<file path="config.mk">
export PLATFORM = sky130hd
export DESIGN_NAME = reorder_buffer
export DESIGN_NICKNAME = d
export VERILOG_FILES = /design/src/rtl/reorder_buffer_pkg.sv /design/src/rtl/reorder_buffer_ptr.sv /design/src/rtl/reorder_buffer.sv
export SDC_FILE = /design/constraint.sdc
export NUM_CORES = 1
export LEC_CHECK = 0
export CORE_MARGIN = 5
export CORE_UTILIZATION = 45
export CTS_BUF_LIST = sky130_fd_sc_hd__clkbuf_8
export CTS_CLUSTER_DIAMETER = 30
export CTS_CLUSTER_SIZE = 10
export DETAILED_ROUTE_END_ITERATION = 8
export GPL_TIMING_DRIVEN = 0
export PLACE_DENSITY = 0.64
export REMOVE_ABC_BUFFERS = 1
export SLEW_MARGIN = 0
export SYNTH_ARGS = -nofsm -noshare
export SYNTH_HDL_FRONTEND = slang
export SYNTH_SLANG_ARGS = --single-unit
</file>
<file path="constraint.sdc">
create_clock -name clk -period 3.1 [get_ports clk]
set_input_delay 0.775 -clock clk [delete_from_list [all_inputs] [get_ports clk]]
set_output_delay 0.775 -clock clk [all_outputs]
set_load 0.005 [all_outputs]
</file>
<file path="src/rtl/reorder_buffer_pkg.sv">
// reorder_buffer_pkg: shared sizes, entry record and helper functions for
// the reorder buffer and its pointer sub-module.
//   ROB_DEPTH : physical slots (slot 0 is reserved as the "no dependency" tag)
//   ROB_AW    : ROB id width
//   REG_AW    : architectural register address width
//   DATA_W    : register data width
package reorder_buffer_pkg;

  localparam int ROB_DEPTH = 16;
  localparam int ROB_AW    = 4;
  localparam int REG_AW    = 5;
  localparam int DATA_W    = 32;

  typedef logic [ROB_AW-1:0] rob_id_t;
  typedef logic [REG_AW-1:0] reg_addr_t;
  typedef logic [DATA_W-1:0] reg_data_t;

  typedef struct packed {
    logic      valid;
    logic      done;
    reg_addr_t addr;
    reg_data_t data;
  } rob_entry_t;

  // Pointer increment over 1..ROB_DEPTH-1; id 0 is never produced.
  function automatic rob_id_t rob_next(input rob_id_t p);
    return (p == rob_id_t'(ROB_DEPTH - 1)) ? rob_id_t'(1) : p + rob_id_t'(1);
  endfunction

  // Operand lookup: returns {rdy, data}. A live CDB broadcast of the tag
  // wins over the stored entry so the dispatcher sees results one cycle early.
  function automatic logic [DATA_W:0] rob_query(input rob_id_t    id,
                                                input logic       cdb_en,
                                                input rob_id_t    cdb_id,
                                                input reg_data_t  cdb_data,
                                                input rob_entry_t ent);
    if (id == rob_id_t'(0))                return {1'b0, {DATA_W{1'b0}}};
    else if (cdb_en && (cdb_id == id))     return {1'b1, cdb_data};
    else if (ent.valid && ent.done)        return {1'b1, ent.data};
    else                                   return {1'b0, {DATA_W{1'b0}}};
  endfunction

endpackage

</file>
<file path="src/rtl/reorder_buffer_ptr.sv">
// rob_ptr: wrapping ROB pointer register used for head and tail.
//   clk, rst  : clock, synchronous active-high reset (pointer -> 1)
//   rdy_i     : global enable, low holds the pointer
//   clr_i     : return pointer to 1 (flush), wins over inc_i
//   inc_i     : advance pointer, wrapping ROB_DEPTH-1 -> 1
//   ptr_o     : current pointer value
module rob_ptr
  import reorder_buffer_pkg::*;
(
  input  logic    clk,
  input  logic    rst,
  input  logic    rdy_i,
  input  logic    clr_i,
  input  logic    inc_i,
  output rob_id_t ptr_o
);

  rob_id_t ptr_q, ptr_d;

  always_comb begin
    ptr_d = ptr_q;
    if (clr_i)      ptr_d = rob_id_t'(1);
    else if (inc_i) ptr_d = rob_next(ptr_q);
  end

  always_ff @(posedge clk) begin
    if (rst)        ptr_q <= rob_id_t'(1);
    else if (rdy_i) ptr_q <= ptr_d;
  end

  assign ptr_o = ptr_q;

endmodule

</file>
<file path="src/rtl/reorder_buffer.sv">
// reorder_buffer: in-order retirement buffer between dispatcher, CDB and
// register file. Build option: define ROB_FWD_EN to build the q1/q2 operand
// query logic (with CDB bypass); otherwise the query outputs are tied to 0.
// Ports:
//   clk, rst              : clock, synchronous active-high reset
//   rdy                   : global enable; low freezes all state and w* outputs
//   allocEn_i/allocAddr_i : allocate one entry for destination register
//   allocId_o, full_o     : id the next allocation receives, no free entry
//   cdbEn_i/cdbId_i/cdbData_i : result broadcast from execution units
//   q1Id_i/q2Id_i -> q*Rdy_o/q*Data_o : operand availability lookup
//   flush_i               : discard all entries
//   wEn_o/wId_o/wAddr_o/wData_o : registered commit write to register file
//
// Allocation handshake: allocEn_i is the request and !full_o is the accept;
// an entry is taken on a rising edge only when allocEn_i && !full_o && rdy,
// and a request while full is dropped, not held.
module reorder_buffer
  import reorder_buffer_pkg::*;
(
  input  logic              clk,
  input  logic              rst,
  input  logic              rdy,
  input  logic              allocEn_i,
  input  logic [REG_AW-1:0] allocAddr_i,
  output logic [ROB_AW-1:0] allocId_o,
  output logic              full_o,
  input  logic              cdbEn_i,
  input  logic [ROB_AW-1:0] cdbId_i,
  input  logic [DATA_W-1:0] cdbData_i,
  input  logic [ROB_AW-1:0] q1Id_i,
  input  logic [ROB_AW-1:0] q2Id_i,
  output logic              q1Rdy_o,
  output logic              q2Rdy_o,
  output logic [DATA_W-1:0] q1Data_o,
  output logic [DATA_W-1:0] q2Data_o,
  input  logic              flush_i,
  output logic              wEn_o,
  output logic [ROB_AW-1:0] wId_o,
  output logic [REG_AW-1:0] wAddr_o,
  output logic [DATA_W-1:0] wData_o
);

  rob_entry_t ent_q [ROB_DEPTH];
  rob_entry_t ent_d [ROB_DEPTH];
  rob_id_t    count_q, count_d;
  rob_id_t    head, tail;
  logic       w_en_q, w_en_d;
  rob_id_t    w_id_q, w_id_d;
  reg_addr_t  w_addr_q, w_addr_d;
  reg_data_t  w_data_q, w_data_d;

  logic alloc_fire, commit_fire, cdb_hit;

  assign full_o    = (count_q == rob_id_t'(ROB_DEPTH - 1));
  assign allocId_o = tail;

  // Decisions use registered entry state only: a CDB write to the entry being
  // allocated this cycle sees valid=0 and is dropped, and a result written on
  // this edge cannot commit until the next one.
  assign alloc_fire  = allocEn_i && !full_o && !flush_i;
  assign commit_fire = ent_q[head].valid && ent_q[head].done && !flush_i;
  assign cdb_hit     = cdbEn_i && (cdbId_i != rob_id_t'(0)) &&
                       ent_q[cdbId_i].valid && !flush_i;

  rob_ptr u_head (
    .clk   (clk),
    .rst   (rst),
    .rdy_i (rdy),
    .clr_i (flush_i),
    .inc_i (commit_fire),
    .ptr_o (head)
  );

  rob_ptr u_tail (
    .clk   (clk),
    .rst   (rst),
    .rdy_i (rdy),
    .clr_i (flush_i),
    .inc_i (alloc_fire),
    .ptr_o (tail)
  );

  always_comb begin
    ent_d    = ent_q;
    count_d  = count_q;
    w_en_d   = 1'b0;
    w_id_d   = w_id_q;
    w_addr_d = w_addr_q;
    w_data_d = w_data_q;
    if (flush_i) begin
      for (int i = 0; i < ROB_DEPTH; i++) begin
        ent_d[i].valid = 1'b0;
        ent_d[i].done  = 1'b0;
      end
      count_d = rob_id_t'(0);
    end else begin
      if (cdb_hit) begin
        ent_d[cdbId_i].done = 1'b1;
        ent_d[cdbId_i].data = cdbData_i;
      end
      if (alloc_fire) begin
        ent_d[tail].valid = 1'b1;
        ent_d[tail].done  = 1'b0;
        ent_d[tail].addr  = allocAddr_i;
      end
      if (commit_fire) begin
        ent_d[head].valid = 1'b0;
        ent_d[head].done  = 1'b0;
        // Writes to r0 retire silently.
        w_en_d   = (ent_q[head].addr != reg_addr_t'(0));
        w_id_d   = head;
        w_addr_d = ent_q[head].addr;
        w_data_d = ent_q[head].data;
      end
      count_d = count_q + rob_id_t'(alloc_fire) - rob_id_t'(commit_fire);
    end
  end

  always_ff @(posedge clk) begin
    if (rst) begin
      for (int i = 0; i < ROB_DEPTH; i++) ent_q[i] <= '0;
      count_q  <= '0;
      w_en_q   <= 1'b0;
      w_id_q   <= '0;
      w_addr_q <= '0;
      w_data_q <= '0;
    end else if (rdy) begin
      ent_q    <= ent_d;
      count_q  <= count_d;
      w_en_q   <= w_en_d;
      w_id_q   <= w_id_d;
      w_addr_q <= w_addr_d;
      w_data_q <= w_data_d;
    end
  end

  assign wEn_o   = w_en_q;
  assign wId_o   = w_id_q;
  assign wAddr_o = w_addr_q;
  assign wData_o = w_data_q;

`ifdef ROB_FWD_EN
  assign {q1Rdy_o, q1Data_o} = rob_query(q1Id_i, cdbEn_i, cdbId_i, cdbData_i, ent_q[q1Id_i]);
  assign {q2Rdy_o, q2Data_o} = rob_query(q2Id_i, cdbEn_i, cdbId_i, cdbData_i, ent_q[q2Id_i]);
`else
  // Operands wait for commit through the register file.
  logic unused_q_ids;
  assign unused_q_ids = ^{q1Id_i, q2Id_i};
  assign q1Rdy_o  = 1'b0;
  assign q2Rdy_o  = 1'b0;
  assign q1Data_o = '0;
  assign q2Data_o = '0;
`endif

endmodule

</file>
## Word-level counts from Yosys, hierarchy flattened

Cells that the tools add are included.

- Bits in registers: 678
- Latch bits: 0
- Bits in writable memories: 0
- ROM bits: 0
- Input bits: 55
- Output and inout bits: 113
- Memories kept: 0

- Add/sub/neg operators: 4
- Multiply operators: 0
- Div/mod/pow operators: 0
- $lt $le $gt $ge: 6
- Eq/ne operators: 3
- Shifts and indexed selects: 0
- Multiplexer cells: 57
- Bitwise gates (word level): 4
- Reductions and logical operators: 20

Operators by type and width:

| cell | number |
|---|---|
| bitwise mux 624 bit | 7 |
| 2-to-1 mux 624 bit | 5 |
| demux 39 bit (select 4 bit) | 7 |
| binary-select mux 39 bit (select 4 bit) | 2 |
| 2-to-1 mux 39 bit | 6 |
| 2-to-1 mux 38 bit | 3 |
| 2-to-1 mux 37 bit | 1 |
| 2-to-1 mux 2 bit | 16 |
| 2-to-1 mux 32 bit | 1 |
| 2-to-1 mux 4 bit | 7 |
| >= comparator 5 bit (second input constant) | 3 |
| < comparator 5 x 1 -> 1 bit (second input constant) | 3 |
| NOT 4 -> 5 bit | 3 |
| equality test 4 bit (second input constant) | 3 |
| logical AND 1 bit | 10 |
| adder 4 x 1 -> 4 bit (second input constant) | 2 |
| AND reduction 2 bit | 3 |
| nonzero test 5 bit | 1 |
| adder 4 x 1 -> 4 bit | 1 |
| nonzero test 2 bit | 2 |
| nonzero test 4 bit | 1 |
| subtractor 4 x 1 -> 4 bit | 1 |
| AND reduction 3 bit | 1 |
| zero test 1 bit | 2 |
| 2 further kinds | 3 |

## Depth between registers and ports, before layout

Gate-level depths: netlist of the first run.

- Depth in word-level cells: 18
- Depth in mapped cells: 17
- Gate-level depth less buffers: 13

## Modules after synthesis

From an unflattened synthesis of the first run, not the netlist that was laid out.

- Cell total of the unflattened synthesis: 3,069
- Area total of the unflattened synthesis: 29,837.4 µm²

By module, submodules not included:

| module | times used | cells each | area each (µm²) | sequential area each (µm²) |
|---|---|---|---|---|
| reorder_buffer | 1 | 3,023 | 29,444.5 | 13,412.9 |
| rob_ptr | 2 | 23 | 196.4 | 80.1 |

## Worst setup path after synthesis of the first run

Ideal clock, no wire load.

- Kind: register to register
- Start: register u_head.ptr_q[2] (netlist: u_head.ptr_o[2])
- End: register count_q[2]
- Data arrival time: 2.887 ns
- Path slack: 0.085 ns
- Cell stages (with the launch flop): 16
- Cell sequence: dfxtp_1 -> inv_2 -> buf_6 -> mux4_2 -> o22ai_1 -> or2_1 -> buf_2 -> buf_4 -> and2_1 -> ha_1 -> inv_1 -> ha_1 -> fa_1 -> xor2_1 -> a2bb2oi_1 -> nor2_1

- Word-level cells in the longest chain between the ends: 8

RTL lines:

| item | RTL line | RTL |
|---|---|---|
| start, declared | reorder_buffer_ptr.sv:18 | `rob_id_t ptr_q, ptr_d;` |
| start signal, assigned | reorder_buffer_ptr.sv:27 | `if (rst) ptr_q <= rob_id_t'(1);` |
| start signal, assigned | reorder_buffer_ptr.sv:28 | `else if (rdy_i) ptr_q <= ptr_d;` |
| NOT 4 -> 5 bit (not written as such) | reorder_buffer.sv:61 | `assign commit_fire = ent_q[head].valid && ent_q[head].done && !flush_i;` |
| binary-select mux 39 bit (select 4 bit) | reorder_buffer.sv:61 |  |
| 2-to-1 mux 39 bit (2 in series) | - |  |
| logical AND 1 bit (2 in series) | reorder_buffer.sv:61 |  |
| subtractor 4 x 1 -> 4 bit | reorder_buffer.sv:115 | `count_d = count_q + rob_id_t'(alloc_fire) - rob_id_t'(commit_fire);` |
| 2-to-1 mux 4 bit | reorder_buffer.sv:90 | `if (flush_i) begin` |
| end signal, assigned | reorder_buffer.sv:129 | `count_q <= count_d;` |
| end, declared | reorder_buffer.sv:45 | `rob_id_t count_q, count_d;` |

No other way between the ends. The select of a mux whose other input is x is not followed.
A chain may end at the register's enable or synchronous reset.

==> results.md, run 1 <==
- Crit Path Category: in -> reg
- Slew headroom: 28.36%
- Mapped cell area: 0.02975 sq mm
- Synth Warn #: 0
- Vias/cell: 5.757
- Critical Path End Type: register
- Period utilisation layout: 98.08%
- Final Skew: 81.70 ps
- Synth Flop Type: dfxtp_1
- Commonest non-fill, non-tap cell in the layout: nand2_1
- Placer Congestion: 0.8226
- Worst-Margin Slew: 1067 ps
- EDFF count, synth: 0
- WL/cell: 21.41 um
- P_leak: 11.75 nW
- Rows: 94
- Critical-path cell list: clkdlybuf4s50_1 -> nand3_1 -> nor2_4 -> buf_12 -> nand3_2 -> buf_12 -> nand2_1 -> a21oi_1
- Layout cells sized above 1: 16.16%
- CTS H-tree lvls: 4
- Clock Latency Late Sink: 790 ps
- Worst EP required: 3720 ps
- Yosys reg bits: 678
- Final ANT Viol Nets: 0
- Most frequent cells in the layout: nand2_1 (1015), dfxtp_1 (674), a21oi_1 (603)
- Sequential fraction of the synthesis area: 45.62%
- Synth cell types: 60
- Initial antenna violation count: 4
- RSZ-0062 raised after global routing: yes
- Max Slew Vio Count: 0
- Min Tclk post-route: 3041 ps
- Crit path DAT: 3660 ps
- Crit-path slowest cell: clkdlybuf4s50_1
- Critical path startpoint category: input pin
- # hold bufs at CTS: 0
- Core Region: 0.06563 sq mm
- Die Area: 0.07136 sq mm
- Total power: 0.01938 W
- Min-Delay Path Class: in -> reg
- Hold Violations, Final: 0
- Setup TNS: 0 ps
- Syn Inst Count: 3427
- FMAX: 328.9 MHz
- Nets: 3509
- Layout area overhead: 17.85%
- Initial Utilization: 45.34%
- Clk root buf: clkbuf_8
- Yosys top cell by area: dfxtp_1
- Clock power frac: 52.0%
- WL final: 94320 um
- Final setup vio count: 0
- Outcome: complete, no violations
- CTS tree: yes
- Grt total ovfl: 0
- Synth top area cells: dfxtp_1 (46%), mux4_2 (14%), nand2_1 (13%)
- Max Root-Sink Buffers: 3
- Maximum VDD drop: 446.8 uV
- Total track usage: 25.73%
- Syn_area_per_cell: 8.682 sq um
- Largest net degree at the start of global routing: 141
- Ports: 168
- Top cell type's share of synthesized area: 45.62%
- Clock transition at path regs: 50 ps
- Register area: 0.01359 sq mm
- Critical Path Most Common Cell: buf_12
- Logic gate share of total power: 3.0%
- CTS sink count: 678
- CTS buffer count: 136
- Post-route cell area: 0.03506 sq mm
- I/O Buffers: 93
- First-pass GRT wire length: 143900 um
- CP max stage delay: 930 ps
- Sw Share: 23.42%
- Ys async rst share: 0%
- Fill count: 5932
- P_int: 0.01484 W
- DRC viols: 0
- Total vias in the final route: 25360
- HPWL after DPL: 54210 um
- First-pass DRT Iterations: 8
- Vias in the first global route: 24350
- DRT iter0 DRCs: 2798
- Die height: 267.1 um
- Power Dens Cells: 552.7 mW/mm^2
- Max-cap violations: 0
- Switch Pwr: 0.004540 W
- Crit Path Max Fanout: 20
- Area of placed instances: 0.03167 sq mm
- Sequential share of power: 45.0%
- Die X: 267.1 um
- Multi-input logic area: 0.01484 sq mm
-- layout make-up --
| class | instances | area share [%] |
|---|---|---|
| tap | 864 | 3.083 |
| inverter | 19 | 0.2391 |
| sequential | 678 | 38.75 |
| antenna | 1 | 0.007137 |
| multi-input combinational | 2414 | 42.31 |
| clock buffer | 160 | 6.280 |
| timing repair buffer | 191 | 7.012 |
| clock inverter | 78 | 2.316 |
-- path summary, 6_finish.rpt --
check	start	to	depth (start not counted)	slack (ps)
setup / recovery	cdbId_i[2]	register	8	60
hold / removal	rst	register	2	440
setup reg to reg	u_head.ptr_o[3]$_SDFFE_PP0P_	count_q[2]$_SDFFE_PP0P_	11	130
hold reg to reg	ent_q[622]$_SDFFE_PP0P_	ent_q[622]$_SDFFE_PP0P_	1	450
-- per-layer routing --
| metal | global-route usage (%) | up-vias | share of wire, % |
|---|---|---|---|
| li1 | - | 11680 | - |
| met1 | 36.20 | 12240 | 42 |
| met2 | 39.56 | 1204 | 45 |
| met3 | 4.906 | 235 | 9.3 |
| met4 | 10.09 | 6 | 3.4 |
| met5 | 0 | - | 0.027 |
-- power groups by stage --
stage          logic (W)  clock network [W]  registers (W)
3_5_place_dp    0.000540                  0        0.00891
5_1_grt         0.000614             0.0106        0.00872
6_report        0.000580             0.0101        0.00872
4_1_cts         0.000555             0.0102        0.00872
2_1_floorplan   0.000112                  0        0.00891
3_3_place_gp    0.000530                  0        0.00891
-- synth_stat cells, drive strengths merged, types with 2 or more instances --
| cell | number |
|---|---|
| nand4 | 8 |
| or2 | 5 |
| mux2i | 20 |
| a21oi | 603 |
| a31oi | 2 |
| buf | 127 |
| and3 | 3 |
| nor3b | 6 |
| inv | 19 |
| nand3 | 154 |
| dfxtp | 678 |
| ha | 13 |
| a211o | 4 |
| or3 | 7 |
| nor3 | 17 |
| and2 | 6 |
| a22o | 3 |
| o22ai | 3 |
| mux2 | 3 |
| o21a | 6 |
| a22oi | 10 |
| o21ai | 98 |
| nor2b | 41 |
| xor2 | 2 |
| a32oi | 3 |
| clkbuf | 257 |
| mux4 | 187 |
| a2111oi | 5 |
| o22a | 4 |
| nand2b | 10 |
| a221oi | 2 |
| nand2 | 1030 |
| a211oi | 7 |
| nor2 | 51 |
| a21o | 11 |
| nor4 | 11 |
-- kinds of logic (layout without fill, tap and decap cells) --
group           count (synthesis)  count (layout)  share of synthesized area (%)
simple gates                 1351            1354                          18.91
compound gates                768             768                          13.58
flops                         678             678                          45.62
buf+inv                       403             448                          6.249
mux                           210             210                          14.95
fa+ha+maj                      14              14                         0.6140
xor+xnor                        2               2                        0.05888
other cells                     1              67                        0.01260
-- worst max-delay path, delay by kind of cell --
kind / cells / cell delay [ps]
AO/OA/AOI/OAI: 1 / 70
buffers and inverters: 3 / 1530
AND/OR/NAND/NOR: 4 / 1240
-- metrics by stage --
step                      hold slack [ps]  cells  setup slack (ps)  util, %
final                               443.2   4405             59.46    53.43
after global routing                464.2   4404            -86.42    53.42
after CTS                           407.1   4393             8.843    53.22
after detailed placement            442.2   4139             -2718    48.26
after global placement              436.4   4065            -26350    46.05
after floorplan                     424.4   3108             -6123        -
-- repair_timing --
action,CTS,global route
resized for setup,32,9
pin swaps,5,1
endpoints found under the hold margin,0,0
endpoints found under the setup margin,618,204
buffers inserted,13,10
cloned,3,1
Note: power is estimated with default switching activity, not from simulation.
==> inputs of run 2 (changes only) <==
- DONT_BUFFER_PORTS: unset -> 1
- GPL_ROUTABILITY_DRIVEN: unset -> 0
- PLACE_DENSITY: 0.64 -> 0.61
==> run 2 against run 1 <==
  * The run now ends with max-slew violations, negative setup slack left
  * Register-to-register slack hardly changed
  * Sequential share of layout area is 1.0 points higher
  * Via count is 0.33% lower
  * Clock power hardly changed
  * Wire length is 1.1% higher
  * Utilization is 1.4 points lower
  * Global-route usage is 0.39 points higher
  * Count of clock-buffer cells in the layout is 2 lower
  * First-iteration DRC count is 3.4% lower
  * Critical path depth is 1 lower
  * Die area stayed put
  * Non-clock buffer count is 97 lower
  * Highest routed layer is now met4
==> results.md, run 2 (same netlist as run 1, synthesis figures left out) <==
- WL/cell: 22.12 um (was 21.41 um)
- Clock Latency Late Sink: 790 ps (about the same)
- Slew headroom: -76.30% (was 28.36%)
- Final ANT Viol Nets: 0 (unchanged)
- Worst EP required: 3830 ps (was 3720 ps)
- CTS tree: yes (unchanged)
- Crit-path slowest cell: nor3b_2 (was clkdlybuf4s50_1)
- Max Slew Vio Count: 575 (was 0)
- Period utilisation layout: 104.2% (was 98.08%)
- Max-cap violations: 0 (unchanged)
- HPWL after DPL: 56820 um (was 54210 um)
- Reg-to-reg startpoint: u_head.ptr_o[2]$_SDFFE_PP0P_ (was u_head.ptr_o[3]$_SDFFE_PP0P_)
- First-pass DRT Iterations: 6 (was 8)
- # hold bufs at CTS: 0 (unchanged)
- Hold Violations, Final: 0 (unchanged)
- Die X: 267.1 um (unchanged)
- Worst Path Buf+Inv: 1 (was 3)
- Final core occ: 52.04% (was 53.43%)
- Clock transition at path regs: 70 ps (was 50 ps)
- DRC viols: 0 (unchanged)
- Failing checks: max-slew violations, negative setup slack
- R2R Path End: count_q[2]$_SDFFE_PP0P_ (unchanged)
- Outcome: finished, violations left (was complete, no violations)
- Maximum VDD drop: 528.9 uV (was 446.8 uV)
- CTS buffer count: 136 (unchanged)
- Ports: 168 (unchanged)
- Final Skew: 41.30 ps (was 81.70 ps)
- Worst path top cell family by delay: simple AND/OR/NAND/NOR gates (was buffers and inverters)
- Core Region: 0.06563 sq mm (unchanged)
- Die height: 267.1 um (unchanged)
- Largest net degree at the start of global routing: 659 (was 141)
- Nets: 3410 (was 3509)
- Total track usage: 26.13% (was 25.73%)
- Setup ws final: -129.8 ps (was 59.46 ps)
- WHS: 115.8 ps (was 443.2 ps)
- Min-Delay Path Class: in -> reg (unchanged)
- First-pass GRT wire length: 145800 um (was 143900 um)
- Initial antenna violation count: 1 (was 4)
- DRT iter0 DRCs: 2704 (was 2798)
- Vias/cell: 5.860 (was 5.757)
- Layout area overhead: 14.78% (was 17.85%)
- Vias in the first global route: 25020 (was 24350)
- Critical Path End Type: register (unchanged)
- Worst hold stages: 2 (unchanged)
- WL final: 95410 um (was 94320 um)
- RSZ-0062 raised after global routing: no (was yes)
- Worst-Margin Slew: 2645 ps (was 1067 ps)
- Setup TNS: -129.8 ps (was 0 ps)
- Commonest non-fill, non-tap cell in the layout: nand2_1 (unchanged)
- HP Start: cdbData_i[18] (was rst)
- I/O Buffers: 0 (was 93)
- Crit path DAT: 3960 ps (was 3660 ps)
- P_leak: 11.36 nW (was 11.75 nW)
- FMAX: 309.6 MHz (was 328.9 MHz)
- CTS H-tree lvls: 4 (unchanged)
- Die Area: 0.07136 sq mm (unchanged)
- Crit Path Category: in -> reg (unchanged)
- Rows: 94 (unchanged)
- Worst Setup SP: rst (was cdbId_i[2])
- Critical-path cell list: nor3b_2 -> buf_6 -> nand2_1 -> nor4_1 -> nand3_1 -> a211oi_1 -> a21o_1 (was clkdlybuf4s50_1 -> nand3_1 -> nor2_4 -> buf_12 -> nand3_2 -> buf_12 -> nand2_1 -> a21oi_1)
- Power Dens Cells: 565.2 mW/mm^2 (was 552.7 mW/mm^2)
- Grt total ovfl: 0 (unchanged)
- Max Root-Sink Buffers: 3 (unchanged)
- Clk root buf: clkbuf_8 (unchanged)
- Crit Path Max Fanout: 658 (was 20)
- R2R Setup Slk: 130 ps (about the same)
- Total power: 0.01930 W (was 0.01938 W)
- Min Tclk post-route: 3230 ps (was 3041 ps)
- Total vias in the final route: 25280 (was 25360)
- CP max stage delay: 1080 ps (was 930 ps)
- Initial Utilization: 45.34% (unchanged)
- Final setup vio count: 1 (was 0)
- Critical path startpoint category: input pin (unchanged)
- R2R depth: 12 (was 11)
- CTS sink count: 678 (unchanged)
- Most frequent cells in the layout: nand2_1 (1015), dfxtp_1 (674), a21oi_1 (603) (unchanged)
- Layout cells sized above 1: 16.76% (was 16.16%)
## run 2: worst reg2reg max path, cell delays in order, from the launching register on
cell	delay [ps]
dfxtp_4	470
clkinv_8	100
mux4_2	390
o22ai_2	120
or2_4	270
and2_1	160
ha_1	280
inv_1	40
ha_1	210
fa_1	420
xor2_1	150
a2bb2oi_1	140
nor2_1	50
## run 2: per-layer routing
metal / vias to the layer above / track usage [%] / part of all wire [%] / routed length (um)
met2: 1231 / 41.74 / 47 / 44430
met5: - / 0 / 0 / 0
met1: 12290 / 34.22 / 39 / 37470
met3: 265 / 5.310 / 9.8 / 9334
li1: 11490 / - / - / -
met4: 0 / 12.40 / 4.4 / 4172
## run 2: area by class of cell
type | instances | area [sq um]
Tap cell | 864 | 1081
Clock inverter | 88 | 963.4
Sequential cell | 678 | 13590
Fill cell | 5952 | 31480
Timing Repair Buffer | 94 | 1464
Multi-Input combinational cell | 2412 | 14790
Inverter | 19 | 83.83
Antenna cell | 1 | 2.502
Clock buffer | 158 | 2175
## run 2: metrics by stage
step	std cells	setup WS [ps]	cell area, sq um
detailed placement	4047	-1333	30710
CTS	4301	-50.25	33990
finish	4314	-129.8	34150
floorplan	3108	-6123	28210
global placement	3972	-11930	29290
global route	4314	16.72	34150
## run 2: timing repair
action,4_1_cts,5_1_grt
buffers inserted,6,12
gates resized for setup,9,10
pin swaps,2,1
gates cloned,2,0
endpoints found under the setup margin,351,166
## run 2: how the worst max path moves through the flow
stage               cells after the start  slack, ps                      end
floorplan                              12      -6120  count_q[2]$_SDFFE_PP0P_
global placement                        6     -11930    wId_o[0]$_SDFFE_PP0P_
detailed placement                      9      -1330                 register
CTS                                    11        -50  count_q[2]$_SDFFE_PP0P_
global route                            8         20                 register
finish                                  7       -130  ent_q[505]$_SDFFE_PP0P_
## run 2: power by group
part           switching [W]  internal, W  total (W)
combinational       0.000146    0.0000611   0.000207
sequential        0.00000412      0.00872    0.00872
clock                0.00425      0.00612     0.0104
